**config.mk**
```make
export PLATFORM = sky130hd
export DESIGN_NAME = lc3b_mem_unit
export DESIGN_NICKNAME = d
export VERILOG_FILES = /design/src/rtl/lc3b_mem_unit.sv
export SDC_FILE = /design/constraint.sdc
export NUM_CORES = 1
export LEC_CHECK = 0
export BUFFER_PORTS_ARGS = -buffer_cell sky130_fd_sc_hd__buf_4
export CAP_MARGIN = 20
export CORE_UTILIZATION = 50
export CTS_BUF_LIST = sky130_fd_sc_hd__clkbuf_2
export DETAILED_ROUTE_END_ITERATION = 10
export PLACE_DENSITY = 0.87
export SETUP_SLACK_MARGIN = 0.05
export SYNTH_ARGS = -nofsm -noshare
export SYNTH_HDL_FRONTEND = slang
export SYNTH_SLANG_ARGS = --single-unit
export TNS_END_PERCENT = 50
```
**constraint.sdc**
```tcl
create_clock -name clk -period 2.6 [get_ports clk]
set_input_delay 0.39 -clock clk [delete_from_list [all_inputs] [get_ports clk]]
set_output_delay 0.39 -clock clk [all_outputs]
set_load 0.1 [all_outputs]
```
**src/rtl/lc3b_mem_unit.sv**
```systemverilog
// LC-3b load/store sequencer: takes one request from the control path and runs it
// against a handshaked memory port. Covers word, byte and indirect (pointer) accesses.
module lc3b_mem_unit #(
    parameter int DATA_WIDTH = 16,
    parameter int ADDR_WIDTH = 16
) (
    input  logic                    clk,
    input  logic                    rst_n,
    input  logic                    req_valid,
    output logic                    req_ready,
    input  logic [2:0]              req_op,
    input  logic [ADDR_WIDTH-1:0]   req_addr,
    input  logic [DATA_WIDTH-1:0]   req_wdata,
    output logic                    resp_valid,
    output logic [DATA_WIDTH-1:0]   resp_data,
    output logic                    resp_err,
    output logic                    mem_read,
    output logic                    mem_write,
    output logic [ADDR_WIDTH-1:0]   mem_address,
    output logic [DATA_WIDTH-1:0]   mem_wdata,
    output logic [DATA_WIDTH/8-1:0] mem_byte_enable,
    input  logic [DATA_WIDTH-1:0]   mem_rdata,
    input  logic                    mem_resp
);

    localparam int LANES = DATA_WIDTH / 8;
    localparam int LSB   = $clog2(LANES);

    localparam logic [2:0] OP_LDW  = 3'd0;
    localparam logic [2:0] OP_LDB  = 3'd1;
    localparam logic [2:0] OP_LDBS = 3'd2;
    localparam logic [2:0] OP_STW  = 3'd3;
    localparam logic [2:0] OP_STB  = 3'd4;
    localparam logic [2:0] OP_LDI  = 3'd5;
    localparam logic [2:0] OP_STI  = 3'd6;

    typedef enum logic [1:0] {IDLE, PTR, ACC, DONE} state_t;

    state_t                  state_q, state_d;
    logic [2:0]              op_q, op_d;
    logic [ADDR_WIDTH-1:0]   addr_q, addr_d;
    logic [DATA_WIDTH-1:0]   wdata_q, wdata_d;
    logic [LANES-1:0]        be_q, be_d;
    logic [DATA_WIDTH-1:0]   rdata_q, rdata_d;
    logic                    err_q, err_d;
    logic                    read_q, read_d;
    logic                    write_q, write_d;

    logic [7:0]              rd_byte [LANES];
    logic [7:0]              lane_byte;

    for (genvar gi = 0; gi < LANES; gi++) begin : g_lane
        assign rd_byte[gi] = mem_rdata[gi*8 +: 8];
    end

    // Lane comes from the final address, so indirect byte ops would use the pointer.
    assign lane_byte = rd_byte[addr_q[LSB-1:0]];

    always_comb begin
        state_d = state_q;
        op_d    = op_q;
        addr_d  = addr_q;
        wdata_d = wdata_q;
        be_d    = be_q;
        rdata_d = rdata_q;
        err_d   = err_q;
        read_d  = read_q;
        write_d = write_q;
        case (state_q)
            IDLE: begin
                if (req_valid) begin
                    op_d    = req_op;
                    addr_d  = req_addr;
                    rdata_d = '0;
                    err_d   = 1'b0;
                    wdata_d = (req_op == OP_STB) ? {LANES{req_wdata[7:0]}} : req_wdata;
                    be_d    = (req_op == OP_STB) ? (LANES'(1) << req_addr[LSB-1:0]) : '1;
                    case (req_op)
                        OP_LDI, OP_STI: begin
                            state_d = PTR;
                            read_d  = 1'b1;
                        end
                        OP_LDW, OP_LDB, OP_LDBS: begin
                            state_d = ACC;
                            read_d  = 1'b1;
                        end
                        OP_STW, OP_STB: begin
                            state_d = ACC;
                            write_d = 1'b1;
                        end
                        default: begin
                            state_d = DONE;
                            err_d   = 1'b1;
                        end
                    endcase
                end
            end
            PTR: begin
                if (mem_resp) begin
                    addr_d  = mem_rdata[ADDR_WIDTH-1:0];
                    state_d = ACC;
                    read_d  = (op_q == OP_LDI);
                    write_d = (op_q == OP_STI);
                end
            end
            ACC: begin
                if (mem_resp) begin
                    state_d = DONE;
                    read_d  = 1'b0;
                    write_d = 1'b0;
                    case (op_q)
                        OP_LDW, OP_LDI: rdata_d = mem_rdata;
                        OP_LDB:         rdata_d = {{(DATA_WIDTH-8){1'b0}}, lane_byte};
                        OP_LDBS:        rdata_d = {{(DATA_WIDTH-8){lane_byte[7]}}, lane_byte};
                        default:        rdata_d = '0;
                    endcase
                end
            end
            DONE: state_d = IDLE;
            default: state_d = IDLE;
        endcase
    end

    always_ff @(posedge clk or negedge rst_n) begin
        if (!rst_n) begin
            state_q <= IDLE;
            op_q    <= '0;
            addr_q  <= '0;
            wdata_q <= '0;
            be_q    <= '0;
            rdata_q <= '0;
            err_q   <= 1'b0;
            read_q  <= 1'b0;
            write_q <= 1'b0;
        end else begin
            state_q <= state_d;
            op_q    <= op_d;
            addr_q  <= addr_d;
            wdata_q <= wdata_d;
            be_q    <= be_d;
            rdata_q <= rdata_d;
            err_q   <= err_d;
            read_q  <= read_d;
            write_q <= write_d;
        end
    end

    assign req_ready       = (state_q == IDLE);
    assign resp_valid      = (state_q == DONE);
    assign resp_data       = rdata_q;
    assign resp_err        = err_q;
    assign mem_read        = read_q;
    assign mem_write       = write_q;
    assign mem_address     = {addr_q[ADDR_WIDTH-1:LSB], {LSB{1'b0}}};
    assign mem_wdata       = wdata_q;
    assign mem_byte_enable = be_q;

endmodule

```
* Word level (Yosys, flattened, before mapping)
Cells that the tools add are included.
** Storage, ports and cells
- Output and inout bits :: 55
- Input port bits :: 55
- Logic and storage cells :: 75
- Bits in registers :: 58
** Cells by class
- Magnitude comparators :: 1
- Mux-type cells :: 27
- Reduce and logical (&&, ||, !) cells :: 18
- Bitwise gates (word level) :: 1
- Equality and inequality tests :: 18
- Shift operators :: 1
** Operators with widths (number)
- two-way mux 16 bit :: 5
- one-hot mux 16 bit (2 select lines) :: 2
- one-hot mux 16 bit (3 select lines) :: 1
- two-way mux 8 bit :: 3
- equality test 3 bit, second input constant :: 5
- AND reduction 5 bit :: 2
- OR reduction 5 bit :: 2
- equality test 3 x 2 -> 1 bit, second input constant :: 3
- AND reduction 3 bit :: 3
- two-way mux 1 bit :: 8
- two-way mux 2 bit :: 4
- != test 2 bit, second input constant :: 4
- one-hot mux 2 bit (4 select lines) :: 1
- OR reduction 7 bit :: 1
- equality test 3 x 1 -> 1 bit, second input constant :: 2
- zero test 3 bit :: 2
- one-hot mux 1 bit (3 select lines) :: 2
- OR reduction 2 bit :: 3
- equality test 2 bit, second input constant :: 2
- one-hot mux 2 bit (2 select lines) :: 1
- nonzero test 2 bit :: 2
- nonzero test 3 bit :: 1
- equality test 2 x 1 -> 1 bit, second input constant :: 1
- >= comparator 2 bit, second input constant :: 1
- 5 further kinds :: 5

* Logic depth before layout (Yosys ltp)
- Depth in word-level cells :: 7
- Mapped depth :: 9
- Gate-level depth less buffers :: 6

* Least setup slack after synthesis
OpenSTA, ideal clock, no wires.
- Path type :: register to register
- Start :: register state_q[0]
- End :: register write_q, in the netlist mem_write
- Path buffers :: 1
- Stages on the path, launching flop included :: 8
- Data arrival time :: 2.318 ns
- Setup time :: 0.125 ns
- Clock period less this slack :: 2.444 ns
- Path slack :: 0.156 ns
- Data required time :: 2.475 ns
- Cells stage by stage :: dfrtp_1 inv_1 ha_1 buf_2 nand2b_1 o21ai_1 nor3_2 mux2_2
** On the way
- Cells in the longest elaborated chain, start to end :: 3
- Elaborated cells on any way between the ends :: 10
- Classes of those cells :: eq/ne (6); mux (1); reduce/logical (3)
** RTL lines
- start: declaration :: line 39 : state_t state_q, state_d;
- start signal: assignment :: line 136 : state_q <= state_d;
- zero test 2 bit (*)
- via req_ready :: line 10 : output logic req_ready,
- != test 2 x 1 -> 1 bit (no line), or another cell as far along
- AND reduction 5 bit (no line)
- end signal: assignment :: line 144 : write_q <= write_d;
- end: declaration :: line 47 : logic write_q, write_d;
Mark *: on every way through the listed nets, which the timed path passes. The rest lies on a longest branch.
A chain may end at the register's enable or synchronous reset.

* Final worst setup path
- Start :: register state_q[0]
- End :: output req_ready
** On the way
- Cells in the longest elaborated chain, start to end :: 1
** RTL lines
- zero test 2 bit :: line 148 : assign req_ready = (state_q == IDLE);
- end: declaration :: line 10
Every way passes these cells.

==> impl_results.md <==
* Status: finished, final reports clean
* FF/Latch Area at approximately 1500 µm²
* Worst Reg-to-Reg Cells at 6
* Sink Count at between 50 and 60
* Pins Over Slew Limit at 0
* Worst rel slew slack at approximately half
* Mapped cell area at about 3000 µm²
* Antenna diodes at 0
* CP bufs+invs at 2
* Ys Warns at 0
* Share of layout cells above drive strength 1 at between 30% and 40%
* DR iter-0 viols at 251
* Hold Path Class: primary input to flip-flop
* Largest net degree at the start of global routing at a little under 60
* Primary FF master, synth: dfrtp_1
* Routed len/inst at between 15 and 20 µm
* Worst r2r src: state_q[0]
* Startpoint types: flip-flop
* CTS tree: built
* Crit Path Max Fanout at 11
* Most common cell after layout, fill and taps aside: buf_4
* Htree depth at 3
* GP Congestion at around 0.79
* Fmax at between 400 and 500 MHz
* Synth unique cells at 39
* Endpoints failing setup at 0
* Root Driver: clkbuf_2
* Critical Path Start: state_q[0]
* Post-CTS sizing at 0
* Clock Skew at between 0.01 and 0.015 ns
* Levels on crit path at 3
* Fin nets at 438
* Vias per inst at around 5.4
* Final hold viol count at 0
* Vias at approximately 2500
* R2R Setup Slk at 0.55 ns
* Final Core Density at between 60% and 70%
* Slowest cell on the critical path: dfrtp_1
* Syn_area_per_cell at about 10 µm²
* Buffer count from post-CTS setup fixing at 0
* Fillers at 436
* Actual slew at the worst max-slew pin at about 0.73 ns
* Multi-input gate area at 1330 µm²
* Syn Inst Count at roughly 290
* RSZ-0062 raised after global routing: no
* Worst-Skew Late Latency at between 0.4 and 0.5 ns
* Detailed Route WL at ~7.4 mm
* Clock slew at reported path FFs at ~0.17 ns
* Max Cap Viol at 0
* CTS max path bufs at 2
* Worst path arrival time at 1.73 ns
* Post-DP HPWL at approximately 5.4 mm
* Crit path required time at about 2.2 ns
* Worst path top cell family by delay: buffers and inverters
* Port-buffer cells at roughly 110
* Setup TNS at 0 ns
* Detailed-route DRC error count at 0
* Reg-to-reg endpoint: resp_data[15]
* Std-Cell Rows at 27
* Die X-Extent at roughly 80 µm
* GRT Resource Usage Total at 25.2%
* Share of async-settable or async-resettable flops after synthesis at 100%
* Die area at 6330 µm²
* Final period util at 81.7%
* DRT Pass-1 Iters at 4
* Syn_nets at between 300 and 400
* Most frequent cells in the layout: buf_4 (112), dfrtp_1 (58), nand2_1 (29)
* Die height at roughly 80 µm
* Critical path capture point type: primary output
* Initial antenna violation count at 0
* Worst Setup Path Type: flip-flop to primary output
* Total CTS buffers at 9
* Fin crit period at roughly 2.1 ns
* Core area at ~5600 µm²
* First-pass GRT wire length at 12.0 mm
* Gr ovfl total at 0
* Crit path to: req_ready
* Sequential cell area fraction in the yosys report at around 48%
* Vias in the first global route at 2539
* CP peak stage delay at between 0.4 and 0.5 ns
* Area Overhead vs Synth at 28.0%
* Post-synth EDFFs at 0
* IO Pins at 110
* Remaining antenna violation count at 0
* Synthesized flop and latch total at between 50 and 60
* Starting density of the core at a little over half
* Cells along the critical path: inv_1, ha_1, buf_4
## timing repair
item                                    4_1_cts  5_1_grt
hold endpoints to repair                     58        0
endpoints found under the setup margin        0        0
hold buffers                                  1        0
## worst min-delay path by stage
stage / start / end / slack (ns) / cells after the start
detailed placement: mem_wdata[11] / mem_wdata[11] / 0.47 / 2
global placement: mem_byte_enable[1] / mem_byte_enable[1] / 0.45 / 2
finish: req_wdata[5] / mem_wdata[5] / 0.13 / 2
floorplan: rst_n / addr_q[0] / 0.09 / 0
global route: req_wdata[6] / mem_wdata[6] / 0.1 / 2
CTS: req_wdata[7] / mem_wdata[7] / 0.1 / 2
## routing by layer
layer | share of wire, % | up-vias | track usage (%)
li1 | - | 1192 | -
met1 | 42 | 1163 | 30.9
met2 | 48 | 117 | 41.4
met3 | 8.4 | 12 | 6.51
met4 | 1.8 | 0 | 11.3
met5 | 0 | - | 0
## cell usage after synthesis (3+ instances only)
cell	instances	area, µm²
ha_1	4	50.1
o2bb2ai_1	5	43.8
a221oi_1	3	26.3
a32oi_1	5	43.8
o21ai_1	5	25.0
o21ai_2	6	52.6
nor2_1	23	86.3
and4_1	3	26.3
nand2_1	29	109
mux2_2	15	169
inv_1	4	15.0
clkbuf_1	4	15.0
buf_2	10	50.1
o22ai_1	3	18.8
dfrtp_1	58	1450
a21oi_1	26	130
a22o_1	6	52.6
buf_4	16	120
o21ai_0	13	65.1
mux2i_1	25	250
## kinds of logic after synthesis
kind of cell    share of synthesized area (%)
mux                                      14.4
xor+xnor                                0.874
compound gates                           17.2
simple gates                             9.99
fa+ha+maj                                1.66
flops                                    48.3
other cells                             0.125
buf+inv                                  7.41
## state kept, by name, indices dropped and copies added (netlist names)
signal and flops:
mem_write 1, mem_wdata 16, mem_byte_enable 2, mem_read 1, addr_q 16, resp_data 16
op_q 3, state_q 2, resp_err 1
## stage by stage
step | hold WS [ns] | cells | instance area [µm²] | worst slack [ns]
2_1_floorplan | 0.0944 | 287 | 3010 | 0.156
3_3_place_gp | 0.453 | 439 | 3730 | 0.671
3_5_place_dp | 0.472 | 439 | 3730 | 0.537
4_1_cts | 0.0978 | 456 | 3850 | 0.425
5_1_grt | 0.0959 | 456 | 3850 | 0.332
6_report | 0.128 | 456 | 3850 | 0.477
## area by class of cell
| cell class | instances | share of cell area [%] |
|---|---|---|
| well taps | 72 | 2.34 |
| repair buffers | 113 | 22.1 |
| inverters | 4 | 0.390 |
| clock inverters | 6 | 1.50 |
| multi-input cells | 193 | 34.6 |
| flip-flops and latches | 58 | 37.7 |
| clock buffers | 10 | 1.30 |
Power is not shown: default switching activity piles up to over one toggle a cycle in this logic, so the estimate is an artifact.
